**src/rtl/caliptra_fpga_apb_seq_pkg.sv**
```systemverilog
// Shared types for the two-requester APB sequencer: FSM state encoding and
// bit positions inside rsp_err.
package caliptra_fpga_apb_seq_pkg;

  typedef enum logic [1:0] {
    ST_IDLE   = 2'd0,
    ST_SETUP  = 2'd1,
    ST_ACCESS = 2'd2,
    ST_RESP   = 2'd3
  } seq_state_e;

  localparam int unsigned ERR_SLV_BIT = 0;
  localparam int unsigned ERR_TMO_BIT = 1;

endpackage

```
**src/rtl/caliptra_fpga_rr_arb2.sv**
```systemverilog
// Two-way round-robin arbiter: combinational one-hot grant, last-grant pointer
// advanced only when the grant is accepted.
module caliptra_fpga_rr_arb2
  import caliptra_fpga_apb_seq_pkg::*;
(
  input  logic       clk,
  input  logic       rst_n,
  input  logic [1:0] req,
  input  logic       accept,
  output logic [1:0] gnt
);

  logic last_q, last_d;

  always_comb begin
    unique case (req)
      2'b01:   gnt = 2'b01;
      2'b10:   gnt = 2'b10;
      2'b11:   gnt = last_q ? 2'b01 : 2'b10;
      default: gnt = 2'b00;
    endcase
    last_d = (accept && (gnt != 2'b00)) ? gnt[1] : last_q;
  end

  // Pointer starts at 1 so requester 0 wins the first tie.
  always_ff @(posedge clk or negedge rst_n) begin
    if (!rst_n) last_q <= 1'b1;
    else        last_q <= last_d;
  end

endmodule

```
**src/rtl/caliptra_fpga_apb_sequencer.sv**
```systemverilog
// Arbitrates two request/response ports onto one APB manager interface.
// Define CALIPTRA_FPGA_APB_SEQ_TIMEOUT_EN to bound the ACCESS phase to TIMEOUT_CYC cycles.
module caliptra_fpga_apb_sequencer
  import caliptra_fpga_apb_seq_pkg::*;
#(
  parameter int unsigned ADDR_W      = 32,
  parameter int unsigned DATA_W      = 32,
  parameter int unsigned USER_W      = 32,
  parameter int unsigned TIMEOUT_CYC = 1024
) (
  input  logic                  aclk,
  input  logic                  rstn,
  input  logic [1:0]            req_valid,
  output logic [1:0]            req_ready,
  input  logic [1:0]            req_write,
  input  logic [2*ADDR_W-1:0]   req_addr,
  input  logic [2*DATA_W-1:0]   req_wdata,
  input  logic [2*USER_W-1:0]   req_pauser,
  input  logic [5:0]            req_pprot,
  output logic [1:0]            rsp_valid,
  input  logic [1:0]            rsp_ready,
  output logic [DATA_W-1:0]     rsp_rdata,
  output logic [1:0]            rsp_err,
  output logic                  PSEL,
  output logic                  PENABLE,
  output logic                  PWRITE,
  output logic [ADDR_W-1:0]     PADDR,
  output logic [DATA_W-1:0]     PWDATA,
  output logic [USER_W-1:0]     PAUSER,
  output logic [2:0]            PPROT,
  input  logic [DATA_W-1:0]     PRDATA,
  input  logic                  PREADY,
  input  logic                  PSLVERR,
  output logic                  busy
);

  if (TIMEOUT_CYC < 1 || TIMEOUT_CYC > 65535) begin : g_bad_timeout
    $error("TIMEOUT_CYC must be within 1..65535");
  end

  seq_state_e          state_q, state_d;
  logic                gsel_q, gsel_d;
  logic                psel_q, psel_d;
  logic                penable_q, penable_d;
  logic                pwrite_q, pwrite_d;
  logic [ADDR_W-1:0]   paddr_q, paddr_d;
  logic [DATA_W-1:0]   pwdata_q, pwdata_d;
  logic [USER_W-1:0]   pauser_q, pauser_d;
  logic [2:0]          pprot_q, pprot_d;
  logic [1:0]          rsp_valid_q, rsp_valid_d;
  logic [DATA_W-1:0]   rdata_q, rdata_d;
  logic                slverr_q, slverr_d;
  logic                busy_q, busy_d;
  logic [1:0]          gnt;
`ifdef CALIPTRA_FPGA_APB_SEQ_TIMEOUT_EN
  logic                tmo_q, tmo_d;
  logic [15:0]         cnt_q, cnt_d;
`endif

  caliptra_fpga_rr_arb2 u_arb (
    .clk    (aclk),
    .rst_n  (rstn),
    .req    (req_valid),
    .accept (state_q == ST_IDLE),
    .gnt    (gnt)
  );

  // Gated by rstn so the handshake is silent while reset is asserted.
  assign req_ready = (state_q == ST_IDLE && rstn) ? gnt : 2'b00;

  always_comb begin
    state_d     = state_q;
    gsel_d      = gsel_q;
    psel_d      = psel_q;
    penable_d   = penable_q;
    pwrite_d    = pwrite_q;
    paddr_d     = paddr_q;
    pwdata_d    = pwdata_q;
    pauser_d    = pauser_q;
    pprot_d     = pprot_q;
    rsp_valid_d = rsp_valid_q;
    rdata_d     = rdata_q;
    slverr_d    = slverr_q;
`ifdef CALIPTRA_FPGA_APB_SEQ_TIMEOUT_EN
    tmo_d       = tmo_q;
    cnt_d       = cnt_q;
`endif
    unique case (state_q)
      ST_IDLE: begin
        if (gnt != 2'b00) begin
          state_d   = ST_SETUP;
          gsel_d    = gnt[1];
          psel_d    = 1'b1;
          penable_d = 1'b0;
          pwrite_d  = gnt[1] ? req_write[1] : req_write[0];
          paddr_d   = gnt[1] ? req_addr[ADDR_W +: ADDR_W]   : req_addr[0 +: ADDR_W];
          pwdata_d  = gnt[1] ? req_wdata[DATA_W +: DATA_W]  : req_wdata[0 +: DATA_W];
          pauser_d  = gnt[1] ? req_pauser[USER_W +: USER_W] : req_pauser[0 +: USER_W];
          pprot_d   = gnt[1] ? req_pprot[5:3] : req_pprot[2:0];
        end
      end
      ST_SETUP: begin
        state_d   = ST_ACCESS;
        penable_d = 1'b1;
`ifdef CALIPTRA_FPGA_APB_SEQ_TIMEOUT_EN
        cnt_d     = '0;
`endif
      end
      ST_ACCESS: begin
        if (PREADY) begin
          state_d     = ST_RESP;
          psel_d      = 1'b0;
          penable_d   = 1'b0;
          rsp_valid_d = gsel_q ? 2'b10 : 2'b01;
          rdata_d     = pwrite_q ? '0 : PRDATA;
          slverr_d    = PSLVERR;
`ifdef CALIPTRA_FPGA_APB_SEQ_TIMEOUT_EN
          tmo_d       = 1'b0;
        end else if (cnt_q == 16'(TIMEOUT_CYC - 1)) begin
          state_d     = ST_RESP;
          psel_d      = 1'b0;
          penable_d   = 1'b0;
          rsp_valid_d = gsel_q ? 2'b10 : 2'b01;
          rdata_d     = '0;
          slverr_d    = 1'b0;
          tmo_d       = 1'b1;
        end else begin
          cnt_d       = cnt_q + 16'd1;
`endif
        end
      end
      ST_RESP: begin
        if (rsp_ready[gsel_q]) begin
          state_d     = ST_IDLE;
          rsp_valid_d = 2'b00;
        end
      end
      default: state_d = ST_IDLE;
    endcase
    busy_d = (state_d != ST_IDLE);
  end

  always_ff @(posedge aclk or negedge rstn) begin
    if (!rstn) begin
      state_q     <= ST_IDLE;
      gsel_q      <= 1'b0;
      psel_q      <= 1'b0;
      penable_q   <= 1'b0;
      pwrite_q    <= 1'b0;
      paddr_q     <= '0;
      pwdata_q    <= '0;
      pauser_q    <= '0;
      pprot_q     <= '0;
      rsp_valid_q <= 2'b00;
      rdata_q     <= '0;
      slverr_q    <= 1'b0;
      busy_q      <= 1'b0;
`ifdef CALIPTRA_FPGA_APB_SEQ_TIMEOUT_EN
      tmo_q       <= 1'b0;
      cnt_q       <= '0;
`endif
    end else begin
      state_q     <= state_d;
      gsel_q      <= gsel_d;
      psel_q      <= psel_d;
      penable_q   <= penable_d;
      pwrite_q    <= pwrite_d;
      paddr_q     <= paddr_d;
      pwdata_q    <= pwdata_d;
      pauser_q    <= pauser_d;
      pprot_q     <= pprot_d;
      rsp_valid_q <= rsp_valid_d;
      rdata_q     <= rdata_d;
      slverr_q    <= slverr_d;
      busy_q      <= busy_d;
`ifdef CALIPTRA_FPGA_APB_SEQ_TIMEOUT_EN
      tmo_q       <= tmo_d;
      cnt_q       <= cnt_d;
`endif
    end
  end

  always_comb begin
    rsp_err              = 2'b00;
    rsp_err[ERR_SLV_BIT] = slverr_q;
`ifdef CALIPTRA_FPGA_APB_SEQ_TIMEOUT_EN
    rsp_err[ERR_TMO_BIT] = tmo_q;
`else
    rsp_err[ERR_TMO_BIT] = 1'b0;
`endif
  end

  assign rsp_valid = rsp_valid_q;
  assign rsp_rdata = rdata_q;
  assign PSEL      = psel_q;
  assign PENABLE   = penable_q;
  assign PWRITE    = pwrite_q;
  assign PADDR     = paddr_q;
  assign PWDATA    = pwdata_q;
  assign PAUSER    = pauser_q;
  assign PPROT     = pprot_q;
  assign busy      = busy_q;

endmodule

```
**config.mk**
```make
export PLATFORM = sky130hd
export DESIGN_NAME = caliptra_fpga_apb_sequencer
export DESIGN_NICKNAME = d
export VERILOG_FILES = /design/src/rtl/caliptra_fpga_apb_seq_pkg.sv /design/src/rtl/caliptra_fpga_rr_arb2.sv /design/src/rtl/caliptra_fpga_apb_sequencer.sv
export SDC_FILE = /design/constraint.sdc
export NUM_CORES = 1
export LEC_CHECK = 0
export ABC_AREA = 0
export CELL_PAD_IN_SITES_DETAIL_PLACEMENT = 0
export CELL_PAD_IN_SITES_GLOBAL_PLACEMENT = 1
export CORE_MARGIN = 10
export CORE_UTILIZATION = 30
export CTS_CLUSTER_SIZE = 20
export DETAILED_ROUTE_END_ITERATION = 6
export GPL_TIMING_DRIVEN = 0
export MAX_ROUTING_LAYER = met4
export PLACE_DENSITY_LB_ADDON = 0.1
export SYNTH_ARGS = -nofsm -noshare
export SYNTH_HDL_FRONTEND = slang
export SYNTH_SLANG_ARGS = --single-unit
export TNS_END_PERCENT = 20
```
**constraint.sdc**
```tcl
create_clock -name aclk -period 4.63 [get_ports aclk]
set_input_delay 0.6945 -clock aclk [delete_from_list [all_inputs] [get_ports aclk]]
set_output_delay 0.6945 -clock aclk [all_outputs]
set_load 0.01 [all_outputs]
```
==> results.toml, run 1 <==
[finish]
final_nets = 1175
final_cells = 1221
fill_cells = 1845
regArea_um2 = 3555
multi_input_area_um2 = 2521
stdcell_area_um2 = 11140
area_growth_pct = 76.36
layout-drive-gt1-share_pct = 16.21
utilization_pct = 53.35

[worst_setup_path]
worstSetupPathType = "in -> out"
startpoint_type = "input pin"
arrival_ps = 2600
critPathMaxFanout = 10
worstPathRequired_ps = 3940
worst_setup_path_end_kind = "primary output"

[timing]
finalSetupViolations = 0
finalWorstSetupSlack_ps = 1337
finalClockSkew_ps = 9.675
worstMarginPinSlew_ps = 685.3
max_freq_ghz = 0.3037
rsz0062_at_grt = "false"
maxSlewViolCount = 0
period_needed_ps = 3293
slew_headroom_pct = 54.31
fin_crit_sh_pct = 71.12
hold_violations = 0

[synthesis]
ys_ff_latch = 142
syn_avg_cell_area_um2 = 11.88
syn-cell-area_um2 = 6319
yosysSeqAreaShare_pct = 56.26
ys.warnings.count = 0
syn_nets = 776
yosysUniqueCellTypes = 35
syn_inst = 532

[drt]
routed_wirelength_mm = 27.64
drtIter0Drc = 428
viasPerCell = 4.903
drc_errors = 0
num_vias = 5986
firstDrtPassIters = 5
wl_per_cell_um = 22.64
antenna_left = 0

[global_route]
grt_pass1_wl_mm = 39.98
antenna_found_initial = 2
gr-total-overflow = 0
grt_max_degree = 75
grt_use_met2_pct = 33.28
grt_pass1_vias = 6673
gr-usage-met1_pct = 20.82
grtUsageTotal_pct = 19.93
gr-usage-met3_pct = 9.023
grt_busiest_layer = "met2"

[placed_design]
globalplace.congestion = 0.8183
dp_hpwl_mm = 21.65
io_buffers = 379
dp_worst_setup_slack_ps = 1333
post_dp_cell_area_um2 = 10490
dpl.cell_count = 1187

[floorplan]
core_area_um2 = 20890
start_util_pct = 30.25
dieArea_um2 = 27270
fp.dieW_um = 165.1
die_h_um = 165.1
io_pins = 381
rows = 53

[power_and_ir_drop]
swShare_pct = 32.99
p_comb_share_pct = 48.3
powerDensity_nw_per_um2 = 634.0
p_clk_share_pct = 21.9
power.switching_uw = 2330
pwr-share-seq_pct = 29.8
irDropWorstVdd_mv = 0.2900
leakagePower_uw = 0.004398
power_uw = 7064
intPower_uw = 4734

[clock_network]
cts_tree = "built"
cts.sinks = 142
clkSlewWorstSetupHoldPaths_ps = 60
htree_levels = 4
numCtsBuffers = 17
postCtsHoldBufs = 0
cts_resized = 0
clockRootBuffer = "clkbuf_16"
clock_latency_ps = 420
clock_path_buffers = 2
post_cts_buffers = 0

[run]
drv_cap = 0

[worst_hold_path]
min_path_type = "in -> async"

[status]
status = "finished clean"
cell usage in the layout (no fill, tap or decap), types with 2 or more instances in the layout:
master	Yosys	routed
buf_2	25	25
o311ai_0	2	2
clkbuf_1	17	18
nand2b_1	132	132
mux2_2	2	2
clkdlybuf4s50_1	0	378
o221a_2	85	85
o21ai_0	34	34
dfrtp_1	141	141
inv_1	4	4
o221a_1	15	15
bufinv_16	0	5
clkinv_4	0	2
diode_2	0	2
inv_6	0	2
clkinvlp_4	0	2
nand2_1	36	36
nand3_1	4	4
a21oi_1	2	2
nor2_1	5	5
buf_4	4	4
clkbuf_16	0	17
ha_1	4	4
clkinv_2	0	2
nor3_1	2	2
routing by layer:
metal  up-vias  wire length [um]
li1       2746                 -
met1      2930             10170
met2       272             13890
met3        38              3043
met4         0               533
met5         -                 0
cells in the mapped netlist:
library cell / number / area, um2
inv_2: 1 / 3.750
conb_1: 1 / 3.750
nor2b_1: 1 / 6.260
clkbuf_1: 17 / 63.81
a31oi_1: 1 / 6.260
o221a_1: 15 / 168.9
nand2_1: 36 / 135.1
o211ai_1: 1 / 7.510
and2_1: 1 / 6.260
nor2_1: 5 / 18.77
o211ai_2: 1 / 12.51
ha_1: 4 / 50.05
a21boi_0: 1 / 7.510
a32oi_1: 1 / 8.760
o221a_2: 85 / 957.2
inv_1: 4 / 15.01
nand3_1: 4 / 20.02
nor3_1: 2 / 10.01
o311ai_0: 2 / 17.52
buf_2: 25 / 125.1
a21oi_1: 2 / 10.01
o21ai_1: 1 / 5.000
o21bai_1: 1 / 7.510
dfrtp_1: 141 / 3528
o21ai_0: 34 / 170.2
dfstp_2: 1 / 26.28
a21o_1: 1 / 7.510
mux2_2: 2 / 22.52
nor3b_1: 1 / 7.510
nand2b_1: 132 / 825.8
mux2i_1: 1 / 10.01
clkbuf_2: 1 / 5.000
buf_4: 4 / 30.03
a2bb2oi_1: 1 / 8.760
o211a_1: 1 / 10.01
power by group through the flow:
stage | Combinational (uW) | Clock [uW] | Sequential (uW)
floorplan | 1420 | 0 | 2310
global placement | 3410 | 0 | 2100
detailed placement | 3470 | 0 | 2100
CTS | 3480 | 1580 | 2110
global route | 3700 | 1620 | 2170
finish | 3420 | 1550 | 2100
layout make-up:
cell class,instances,share of cell area [%]
Buffer,47,2.010
Clock buffer,19,3.975
Clock inverter,13,1.886
Multi-Input combinational cell,338,22.63
Inverter,5,0.1684
Sequential cell,142,31.90
Antenna cell,2,0.04491
Tap cell,275,3.088
Timing Repair Buffer,380,34.30
registers in the layout (all words and copies together) (netlist names), 2 cells and up:
| name | flops |
|---|---|
| PADDR | 32 |
| PAUSER | 32 |
| PPROT | 3 |
| PWDATA | 32 |
| rsp_rdata | 32 |
| rsp_valid | 2 |
| state_q | 2 |
per-stage QoR:
stage | hold WS [ps] | setup TNS, ps
2_1_floorplan | 398.9 | 0
3_3_place_gp | 462.8 | -454410
3_5_place_dp | 471.7 | 0
4_1_cts | 300.6 | 0
5_1_grt | 333.1 | 0
6_report | 281.4 | 0
path summary, 6_finish.rpt:
check	cells past startpoint	startpoint	to	slack, ps
max	7	req_valid[1]	req_ready[0]	1340
min	1	rstn	rsp_rdata[10]	280
max reg2reg	7	state_q[1]	PWDATA[31]	2640
min reg2reg	2	rsp_rdata[29]	rsp_rdata[29]	480
max in group asynchronous	2	rstn	PADDR[26]	3520
min in group aclk	2	rsp_rdata[29]	rsp_rdata[29]	480
kinds of logic (layout without fill, tap and decap cells):
logic type      Yosys count  in the layout  share of synthesized area, %
mux                       3              3                        0.5148
other cells               1              3                       0.05935
fa+ha+maj                 4              4                        0.7921
flops                   142            142                         56.26
buf+inv                  52            464                         3.841
compound gates          148            148                         22.24
simple gates            182            182                         16.30
worst max-delay path, stage by stage:
cell,delay (ps)
clkdlybuf4s50_1,600
inv_2,50
o211ai_2,200
buf_4,250
buf_2,260
nor2_1,60
clkdlybuf4s50_1,480
No activity file was read; power rests on OpenSTA's default activity.
==> inputs of run 2 (changes only) <==
CORE_UTILIZATION = 28   (was 30)
clock period = 3.4 ns   (was 4.63 ns; I/O delays follow)
==> results.toml, run 2 (synthesized netlist as in run 1, its figures left out) <==
[clock_network]
clock_latency_ps = 430
clock_path_buffers = 2
clkSlewWorstSetupHoldPaths_ps = 60
numCtsBuffers = 17
htree_levels = 4
cts_tree = "built"
clockRootBuffer = "clkbuf_16"
postCtsHoldBufs = 0
cts.sinks = 142
cts_resized = 0
post_cts_buffers = 0

[floorplan]
io_pins = 381
die_h_um = 170.2
rows = 54
fp.dieW_um = 170.2
core_area_um2 = 22030
dieArea_um2 = 28970
start_util_pct = 28.69

[placed_design]
dpl.cell_count = 1192
dp_hpwl_mm = 21.86
io_buffers = 379
globalplace.congestion = 0.8686

[finish]
layout_commonest_cell = "clkdlybuf4s50_1"
final_nets = 1175
utilization_pct = 50.31
final_cells = 1224
final_cell_mix = "378 x clkdlybuf4s50_1, 141 x dfrtp_1, 132 x nand2b_1"
area_growth_pct = 75.39
layout-drive-gt1-share_pct = 16.03

[timing]
max_freq_ghz = 0.3300
finalClockSkew_ps = 22.09
fin_crit_sh_pct = 89.13
finalSetupViolations = 0
slew_headroom_pct = 40.30
period_needed_ps = 3030
worstMarginPinSlew_ps = 895.5
setup_tns_ps = 0
hold_violations = 0
rsz0062_at_grt = "false"
maxSlewViolCount = 0

[global_route]
grt_pass1_wl_mm = 40.77
grtUsageTotal_pct = 19.16
grt_max_degree = 93
gr-total-overflow = 0
grt_pass1_vias = 6723
antenna_found_initial = 2

[run]
drv_cap = 0

[drt]
antenna_left = 0
num_vias = 5911
wl_per_cell_um = 22.63
firstDrtPassIters = 6
routed_wirelength_mm = 27.70
drtIter0Drc = 412
viasPerCell = 4.829
drc_errors = 0

[power_and_ir_drop]
power_uw = 9418
leakagePower_uw = 0.004369
irDropWorstVdd_mv = 0.3643
powerDensity_nw_per_um2 = 849.9

[worst_setup_path]
r2r_setup_slack_ps = 1380
r2r_end = "PWDATA[6]"
startpoint_type = "flip-flop"
worstSetupPathType = "reg -> out"
worst_setup_path_end_kind = "primary output"
arrival_ps = 2520
r2r_start = "state_q[1]"
reg2regPathDepth = 7
worstPathRequired_ps = 2890
critPathMaxFanout = 10

[worst_hold_path]
min_path_type = "in -> async"

[status]
status = "finished clean"
run 2: cell types whose count changed in the layout (fill, tap and decap cells not counted), sizes merged:
cell	change
bufinv	-2
clkinv	+1
inv	-1
run 2: area by class of cell:
class                   instances  area (um2)
fillers                      1982       10940
flip-flops and latches        142        3555
clock buffers                  19       442.9
multi-input cells             338        2521
clock inverters                11       142.6
diodes                          2       5.005
plain buffers                  47       224.0
repair buffers                380        3822
inverters                       5       18.77
well taps                     280       350.3
run 2: layer usage:
| metal | track usage [%] | wire [um] |
|---|---|---|
| met5 | - | 0 |
| met2 | 31.94 | 14010 |
| met1 | 20.54 | 10770 |
| met4 | 6.102 | 515 |
| met3 | 7.612 | 2411 |
run 2: worst max-delay path by stage:
| stage | to | depth (start not counted) | slack [ps] | startpoint |
|---|---|---|---|---|
| 2_1_floorplan | req_ready[1] | 6 | 1550 | state_q[1] |
| 3_3_place_gp | PADDR[19] | 1 | -4290 | rstn |
| 3_5_place_dp | req_ready[0] | 7 | 440 | req_valid[1] |
| 4_1_cts | req_ready[1] | 7 | 340 | state_q[1] |
| 5_1_grt | req_ready[1] | 7 | 170 | state_q[1] |
| 6_report | req_ready[1] | 7 | 370 | state_q[1] |
run 2: per-stage QoR:
step / setup slack [ps] / hold slack (ps) / area, um2
floorplan: 1553 / 214.4 / 6319
global placement: -4290 / 464.7 / 10460
detailed placement: 441.8 / 474.7 / 10490
CTS: 342.1 / 215.0 / 11080
global route: 169.6 / 259.4 / 11080
finish: 369.7 / 206.1 / 11080
run 2: power by group:
group / switching, uW / internal [uW] / total [uW]
sequential: 425 / 2450 / 2870
clock: 736 / 1160 / 1900
combinational: 1970 / 2670 / 4650
run 2: worst max-delay path, stage by stage, from the launching register on:
cell,delay [ps]
dfrtp_1,410
inv_1,140
ha_1,250
buf_2,250
nand3_1,120
clkbuf_1,260
nor2_1,140
clkdlybuf4s50_1,550
==> inputs of run 3 (changes only) <==
CORE_AREA = 10 10 140 142   (was unset)
CORE_MARGIN = unset   (was 10)
CORE_UTILIZATION = unset   (was 28)
DIE_AREA = 0 0 150 152   (was unset)
DONT_BUFFER_PORTS = 1   (was unset)
SLEW_MARGIN = 20   (was unset)
TNS_END_PERCENT = unset   (was 20)
==> results.toml, run 3 (synthesized netlist as in run 1, its figures left out) <==
[finish]
final_cells = 788
final_nets = 795
layout_commonest_cell = "dfrtp_1"
diodes = 0
area_growth_pct = 13.25
layout-drive-gt1-share_pct = 26.64
final_cell_mix = "141 x dfrtp_1, 132 x nand2b_1, 85 x o221a_2"

[power_and_ir_drop]
intPower_uw = 4739
p_comb_share_pct = 31.1
pwr-share-seq_pct = 45.5
p_clk_share_pct = 23.3
power.switching_uw = 2819
leakagePower_uw = 0.002845
powerDensity_nw_per_um2 = 1056
irDropWorstVdd_mv = 0.4085
swShare_pct = 37.30
power_uw = 7558

[global_route]
grt_pass1_wl_mm = 32.57
gr-total-overflow = 0
grtUsageTotal_pct = 19.63
antenna_found_initial = 0
grt_pass1_vias = 4755
grt_max_degree = 144

[timing]
slew_headroom_pct = 61.43
fin_crit_sh_pct = 76.71
rsz0062_at_grt = "false"
worstMarginPinSlew_ps = 578.6
max_freq_ghz = 0.3834
finalWorstSetupSlack_ps = 791.7
hold_slack_ps = -213.2
finalClockSkew_ps = 12.11
period_needed_ps = 2608
setup_tns_ps = 0
hold_violations = 142
maxSlewViolCount = 0
finalSetupViolations = 0

[clock_network]
clock_path_buffers = 2
post_cts_buffers = 0
numCtsBuffers = 17
clkSlewWorstSetupHoldPaths_ps = 60
cts.sinks = 142
clock_latency_ps = 420
cts_resized = 0
clockRootBuffer = "clkbuf_16"
cts_tree = "built"
htree_levels = 4

[worst_setup_path]
path_delay_family = "buffers and inverters"
worst_path_largest_cell_delay_ps = 410
worstPathRequired_ps = 2890
cp_num_buf_inv = 3
worst_setup_path_end_kind = "primary output"
worstSetupPathType = "reg -> out"
critPathMaxFanout = 10
crit_chain = "inv_1, ha_1, buf_2, nand3_1, clkbuf_1, nor2_1"
startpoint_type = "flip-flop"
arrival_ps = 2100
critPathSlowestCell = "dfrtp_1"

[floorplan]
core_area_um2 = 16940
io_pins = 381
dieArea_um2 = 22800
fp.dieW_um = 150
rows = 48
die_h_um = 152
start_util_pct = 37.31

[placed_design]
dp_hpwl_mm = 17.62
io_buffers = 0
globalplace.congestion = 0.8224
dp_worst_setup_slack_ps = 1226
dpl.cell_count = 757

[drt]
num_vias = 4435
drc_errors = 0
antenna_left = 0
routed_wirelength_mm = 22.58
drtIter0Drc = 321
firstDrtPassIters = 4
wl_per_cell_um = 28.65
viasPerCell = 5.628

[run]
drv_cap = 0

[status]
status = "complete, but fails checks"
failed_checks = "negative hold slack"

[worst_hold_path]
min_path_type = "in -> async"
[run 3: cell count changes in the layout (fill, tap and decap cells not counted)]
cell             change
diode_2              -2
buf_6                -1
bufinv_16            -2
clkdlybuf4s50_1    -378
buf_16               -1
clkinvlp_4           +3
clkinv_2             -2
inv_6                +2
[run 3: layout make-up]
cell class	count	area, um2
Fill cell	1627	9781
Sequential cell	142	3555
Multi-Input combinational cell	338	2521
Clock buffer	19	442.9
Tap cell	225	281.5
Buffer	47	224.0
Clock inverter	12	112.6
Inverter	5	18.77
[run 3: through the flow]
step / util (%) / area [um2]
6_report: 42.25 / 7156
5_1_grt: 42.25 / 7156
4_1_cts: 42.25 / 7156
3_5_place_dp: 38.97 / 6600
3_3_place_gp: 38.97 / 6600
2_1_floorplan: - / 6319
[run 3: worst paths after layout]
kind	startpoint	endpoint	slack, ps	cells after the start
max in group asynchronous	rstn	u_arb.last_q	3390	0
min	rstn	rsp_rdata[13]	-210	0
max	state_q[1]	req_ready[1]	790	6
min reg2reg	slverr_q	slverr_q	510	1
max reg2reg	state_q[1]	PWDATA[8]	1450	7
min in group aclk	req_valid[0]	u_arb.last_q	170	1
[run 3: routing by layer]
| metal | vias up | wire [um] | track usage (%) |
|---|---|---|---|
| li1 | 1984 | - | - |
| met4 | 0 | 123 | 3.889 |
| met3 | 7 | 2574 | 8.494 |
| met2 | 259 | 11690 | 32.38 |
| met5 | - | 0 | - |
| met1 | 2185 | 8190 | 21.66 |
[run 3: power groups by stage]
stage / clock, uW / sequential (uW) / combinational (uW)
6_report: 1760 / 3440 / 2350
5_1_grt: 1890 / 3540 / 2610
4_1_cts: 1810 / 3490 / 2370
3_5_place_dp: 0 / 3500 / 2370
3_3_place_gp: 0 / 3520 / 2280
2_1_floorplan: 0 / 3150 / 1930
